### src/rtl/dxp_pkg.sv
// Shared constants and types for the DXP logic-unit collector stage.
package dxp_pkg;

  localparam int LANE_W = 4;

  localparam logic [1:0] FUNC_NOT = 2'b00;
  localparam logic [1:0] FUNC_AND = 2'b01;
  localparam logic [1:0] FUNC_OR  = 2'b10;
  localparam logic [1:0] FUNC_SRA = 2'b11;

  // Assembly progress; IDLE means the next accepted nibble is index 0.
  typedef enum logic {
    ST_IDLE = 1'b0,
    ST_FILL = 1'b1
  } fill_state_e;

endpackage

### src/rtl/dxp_flag_gen.sv
// Zero and negative flags for a word about to be loaded into the output register.
module dxp_flag_gen #(
  parameter int WIDTH = 32
) (
  input  logic [WIDTH-1:0] i_word,
  output logic             o_z,
  output logic             o_n
);

  assign o_z = (i_word == '0);
  assign o_n = i_word[WIDTH-1];

endmodule

### src/rtl/dxp_lu_collect.sv
// Collects NIBBLES consecutive 4-bit LU lane results into one word with Z/N/C flags,
// presented on a valid/ready output register for writeback.
module dxp_lu_collect
  import dxp_pkg::*;
#(
  parameter int NIBBLES = 8
) (
  input  logic                      clk,
  input  logic                      rst_n,
  input  logic                      In_Valid,
  output logic                      In_Ready,
  input  logic                      In_First,
  input  logic [2:1]                Func_Sel,
  input  logic [LANE_W-1:0]         lu_out,
  input  logic                      carryout,
  output logic                      Out_Valid,
  input  logic                      Out_Ready,
  output logic [LANE_W*NIBBLES-1:0] Word_Out,
  output logic [1:0]                Func_Out,
  output logic                      Flag_Z,
  output logic                      Flag_N,
  output logic                      Flag_C,
  output logic                      Seq_Err
);

  localparam int WORD_W = LANE_W * NIBBLES;
  localparam int ASM_W  = LANE_W * (NIBBLES - 1);
  localparam int CNT_W  = $clog2(NIBBLES);
  localparam logic [CNT_W-1:0] LAST = CNT_W'(NIBBLES - 1);

  if (NIBBLES < 2 || NIBBLES > 16) begin : g_bad_nibbles
    $error("dxp_lu_collect: NIBBLES must be in 2..16");
  end

  logic [CNT_W-1:0]  r_cnt;
  logic [ASM_W-1:0]  r_asm;
  logic [1:0]        r_func_cap;
  logic              r_carry_cap;
  logic              r_out_valid;
  logic [WORD_W-1:0] r_word;
  logic [1:0]        r_func_out;
  logic              r_z;
  logic              r_n;
  logic              r_c;
  logic              r_seq_err;

  fill_state_e       w_state;
  logic              w_in_ready;
  logic              w_accept;
  logic              w_restart;
  logic              w_load;
  logic              w_err;
  logic [WORD_W-1:0] w_word;
  logic              w_z;
  logic              w_n;

  assign w_state = (r_cnt == '0) ? ST_IDLE : ST_FILL;

  // Only the last nibble can stall: it needs the output register to be free or draining.
  assign w_in_ready = !((r_cnt == LAST) && r_out_valid && !Out_Ready);
  assign w_accept   = In_Valid && w_in_ready;

  // Any In_First, or any nibble arriving while idle, starts a new word at index 0.
  assign w_restart = In_First || (w_state == ST_IDLE);
  assign w_load    = w_accept && !w_restart && (r_cnt == LAST);

  assign w_err = w_accept && (
                   (In_First  && (w_state == ST_FILL)) ||
                   (!In_First && (w_state == ST_IDLE)) ||
                   (!In_First && (w_state == ST_FILL) && (Func_Sel != r_func_cap)));

  assign w_word = {lu_out, r_asm};

  dxp_flag_gen #(
    .WIDTH (WORD_W)
  ) u_flag_gen (
    .i_word (w_word),
    .o_z    (w_z),
    .o_n    (w_n)
  );

  // NOTE: sequential state uses non-blocking assignments so every register samples
  // the pre-edge values, independent of statement order.
  always_ff @(posedge clk or negedge rst_n) begin
    if (!rst_n) begin
      r_cnt       <= '0;
      r_asm       <= '0;
      r_func_cap  <= FUNC_NOT;
      r_carry_cap <= 1'b0;
      r_seq_err   <= 1'b0;
    end else begin
      r_seq_err <= w_err;
      if (w_accept) begin
        if (w_restart) begin
          r_asm[LANE_W-1:0] <= lu_out;
          r_func_cap        <= Func_Sel;
          r_carry_cap       <= carryout;
          r_cnt             <= CNT_W'(1);
        end else if (r_cnt == LAST) begin
          r_cnt <= '0;
        end else begin
          r_asm[LANE_W*r_cnt +: LANE_W] <= lu_out;
          r_cnt                         <= r_cnt + CNT_W'(1);
        end
      end
    end
  end

  // A completing word takes priority over the drain, so back-to-back words need no bubble.
  always_ff @(posedge clk or negedge rst_n) begin
    if (!rst_n) begin
      r_out_valid <= 1'b0;
      r_word      <= '0;
      r_func_out  <= FUNC_NOT;
      r_z         <= 1'b0;
      r_n         <= 1'b0;
      r_c         <= 1'b0;
    end else if (w_load) begin
      r_out_valid <= 1'b1;
      r_word      <= w_word;
      r_func_out  <= r_func_cap;
      r_z         <= w_z;
      r_n         <= w_n;
      r_c         <= r_carry_cap;
    end else if (r_out_valid && Out_Ready) begin
      r_out_valid <= 1'b0;
    end
  end

  assign In_Ready  = w_in_ready;
  assign Out_Valid = r_out_valid;
  assign Word_Out  = r_word;
  assign Func_Out  = r_func_out;
  assign Flag_Z    = r_z;
  assign Flag_N    = r_n;
  assign Flag_C    = r_c;
  assign Seq_Err   = r_seq_err;

endmodule

### config.mk
export PLATFORM = sky130hd
export DESIGN_NAME = dxp_lu_collect
export DESIGN_NICKNAME = d
export VERILOG_FILES = /design/src/rtl/dxp_pkg.sv /design/src/rtl/dxp_flag_gen.sv /design/src/rtl/dxp_lu_collect.sv
export SDC_FILE = /design/constraint.sdc
export NUM_CORES = 1
export LEC_CHECK = 0
export BUFFER_PORTS_ARGS = -buffer_cell sky130_fd_sc_hd__buf_2
export CAP_MARGIN = 20
export CORE_MARGIN = 5
export CORE_UTILIZATION = 40
export CTS_CLUSTER_DIAMETER = 50
export DETAILED_ROUTE_END_ITERATION = 8
export GPL_TIMING_DRIVEN = 0
export MAX_ROUTING_LAYER = met4
export SYNTH_ARGS = -nofsm -noshare
export SYNTH_HDL_FRONTEND = slang
export SYNTH_SLANG_ARGS = --single-unit
### constraint.sdc
create_clock -name clk -period 2.72 [get_ports clk]
set_input_delay 0.272 -clock clk [delete_from_list [all_inputs] [get_ports clk]]
set_output_delay 0.272 -clock clk [all_outputs]
set_load 0.1 [all_outputs]
==> parameters.txt <==
Parameter                              Value

Status
  Run status    complete, no violations

Power and ir drop
  Proportion of total power due to net switching    40.22%
  Clock power share    24.3%
  Power spent charging and discharging nets    1379 uW
  Proportion of power drawn by combinational gates    34.2%
  Seq pwr share    41.4%
  Total power per unit cell area    927.1 mW/mm^2
  Maximum resistive drop on vdd    456.1 uV
  Leakage dissipation    0.001954 uW
  Cell-internal power    2050 uW

Synthesis
  Compound-cell area share of the yosys netlist    2.401%
  Synth unique cells    27
  Sequential element share of the synthesized area    58.61%
  Post-synthesis adder-cell area fraction    2.849%
  Post-Syn Instances    226
  Syn. warnings    0
  Post-synthesis register bit count    72
  Synthesized area per cell    13.60 um^2
  Net Count, Synth    245
  Simple logic cell fraction of the synthesized area    10.58%
  Post-synthesis share of cell area spent on xor and xnor gates    0.5698%
  Dominant combinational cell family by area after synthesis    multiplexers
  Post-synthesis instance area    0.003074 mm^2
  Proportion of synthesized area in mux cells    22.95%

GRT
  Number of global-route vias before repair    2048
  Global-route wire length before repair    10760 um
  Final global-route overflow total    0
  Tot GR Track Use    14.71%
  Initial antenna violation count    0
  Largest net degree at the start of global routing    43

Timing
  Post-Route Hold Slack    0.1549 ns
  Max frequency    391.6 MHz
  Setup repair after global routing missed its margin    false
  Post-route fraction of the period consumed by the critical path    93.89%
  Transition time of the tightest slew-check pin    0.4900 ns
  Post-route setup TNS    0 ns
  Hold violation count in the final report    0
  Minimum period implied by the final worst setup slack    2.554 ns
  Worst slew margin relative to its limit    67.56%
  Worst-case clock skew    0.007977 ns
  Count of final max-slew check failures    0
  Final setup violation count    0

Place
  Post-detail-place hpwl    4569 um
  Input/output buffers    51
  Final weighted congestion of routability-driven global placement    0.8651
  Number of cells after detailed placement    380

CTS
  Total number of H-tree levels    3
  Register clock-pin slew on the reported worst setup and hold paths    0.07 ns
  TritonCTS clock tree    done
  CTS buffer count    9
  Count of clock tree sinks    72
  Root Driver    clkbuf_8
  Insertion delay of the later-clocked pin in the worst-skew pair    0.34 ns
  Buffer levels on the longest clock path    2

Floorplanning
  Die extent in y    97.67 um
  Width of the die    97.67 um
  Number of I/O pins    52
  Standard-cell row count    32
  Placeable core region    0.007607 mm^2
  Die area    0.009538 mm^2
  Initial core utilization    40.41%

Detailed routing
  First DRT Iteration DRCs    66
  Sum of routed wire length over all layers    6308 um
  Average wire per cell in the routed design    15.93 um
  Count of vias placed by the detailed router    1966
  Routed via count divided by cell count    4.965
  Number of remaining DRC errors    0
  Final antenna-violating net count    0
  First-pass iteration count of the detailed router    4

Setup path
  Critical path fanouts, max    14
  CP Data Arrival Time    2.78 ns
  Worst EP required    2.95 ns
  Class of the most critical setup path    register to register
  Setup crit start kind    register
  Type of destination of the critical path    register

Finish
  Number of inserted diodes    0
  Layout overhead on the synthesized area    20.31%
  Final instance count without filler cells    396
  Number of nets in the final layout    308
  Number of fillers in the final layout    730
  Fraction of layout instances using a drive strength above 1    47.62%

Min path
  Hold Crit Class    input pin to register

Job
  Max Cap Violations    0
-- logic make-up after synthesis --
group / after synthesis
buffers and inverters: 14
xor gates and xnor gates: 2
DFF: 72
adders and majority gates: 7
AOI/OAI and AO/OA: 13
muxes: 60
and+or+nand+nor: 58
-- per-layer routing --
metal | part of all wire, % | wire length, um | vias to the layer above | track usage (%)
met4 | 1.9 | 117 | 0 | 4.899
met1 | 47 | 2972 | 972 | 19.40
met3 | 5.1 | 321 | 10 | 4.882
met5 | 0 | 0 | - | -
met2 | 46 | 2896 | 52 | 21.40
li1 | - | - | 932 | -
-- placed cells by master (no fill, tap or decap), types with 5 or more instances in the layout --
cell type / count
clkbuf_8: 14
and3_1: 8
ha_1: 7
buf_2: 54
nand4_1: 8
dfrtp_1: 70
mux2_4: 8
o21ai_0: 8
nand2_1: 17
inv_1: 5
nor2_1: 6
mux2_2: 52
nor4_1: 8
-- cell usage after synthesis --
cell      count  area (um^2)
a21o_1        1        7.510
buf_4         1        7.510
ha_1          7        87.58
a21oi_1       2        10.01
mux2_4        8        120.1
nor3_1        1        5.000
or3_4         1        11.26
inv_1         5        18.77
and3_1        8        50.05
buf_2         5        25.02
and2_4        2        17.52
nand4_1       8        50.05
o21ai_0       8        40.04
nand4b_1      2        17.52
nor4_1        8        50.05
mux2_2       52        585.6
a22o_1        1        8.760
and3b_1       2        17.52
clkbuf_1      3        11.26
dfrtp_1      72         1802
xnor2_1       2        17.52
nand3b_1      1        7.510
nor2_1        6        22.52
o31ai_1       1        7.510
nand2_1      17        63.81
nand2b_1      1        6.260
nor2_2        1        6.260
-- flip-flops by register name, summed over array words and instances (netlist names) --
register / cells
Word_Out: 32
r_asm: 28
r_cnt: 3
Func_Out: 2
r_func_cap: 2
Flag_C: 1
Flag_Z: 1
Out_Valid: 1
Seq_Err: 1
r_carry_cap: 1
-- path summary, 6_finish.rpt --
kind / from / end / slack, ns / depth (start not counted)
worst min register to register: Word_Out[23]$_DFFE_PN0P_ / Word_Out[23]$_DFFE_PN0P_ / 0.50 / 1
worst max-delay path: r_cnt[0]$_DFFE_PN0N_ / r_asm[19]$_DFFE_PN0P_ / 0.17 / 10
worst max register to register: r_cnt[0]$_DFFE_PN0N_ / r_asm[19]$_DFFE_PN0P_ / 0.17 / 10
worst min-delay path: carryout / r_carry_cap$_DFFE_PN0P_ / 0.15 / 2
min in group asynchronous: rst_n / Word_Out[12]$_DFFE_PN0P_ / 0.40 / 2
max in group asynchronous: rst_n / r_cnt[0]$_DFFE_PN0N_ / 1.75 / 3
-- power by group through the flow --
stage	registers [uW]	clock network, uW	logic, uW
6_report	1420	835	1170
5_1_grt	1450	908	1250
4_1_cts	1420	860	1180
3_5_place_dp	1440	0	1190
3_3_place_gp	1430	0	1170
2_1_floorplan	1910	0	447
-- stage by stage --
stage                     util [%]  cell area, um^2  worst slack [ns]  total power [uW]
after detailed placement     45.76             3481           -0.1487              2623
after CTS                    48.50             3690           0.02051              3464
after floorplan                  -             3075           0.03416              2354
after global routing         48.62             3699          0.003102              3616
final                        48.62             3699            0.1662              3429
after global placement       45.46             3458           -0.1022              2603
-- critical path: stages (launching register included) --
cell      delay [ns]
dfrtp_2         0.51
inv_1           0.13
ha_1            0.22
ha_1            0.22
inv_1           0.07
ha_1            0.26
and3b_1         0.18
buf_2           0.16
nand4b_1        0.16
nor2_4          0.18
mux2_2          0.35
-- what timing repair did --
item | CTS | global route
gates resized for setup | 0 | 3
setup buffers | 0 | 0
setup endpoints to repair | 33 | 39
hold buffers | 1 | 0
hold endpoints to repair | 30 | 0
pin swaps | 0 | 0
-- final cells by class --
| class | instances | area (um^2) | area share (%) |
|---|---|---|---|
| Clock buffer | 14 | 192.7 | 5.210 |
| Clock inverter | 2 | 10.01 | 0.2706 |
| Sequential cell | 72 | 1804 | 48.78 |
| Timing Repair Buffer | 53 | 287.8 | 7.781 |
| Multi-Input combinational cell | 140 | 1215 | 32.85 |
| Inverter | 5 | 18.77 | 0.5074 |
| Tap cell | 102 | 127.6 | 3.451 |
| Buffer | 8 | 42.54 | 1.150 |
No activity file was read; power rests on OpenSTA's default activity.
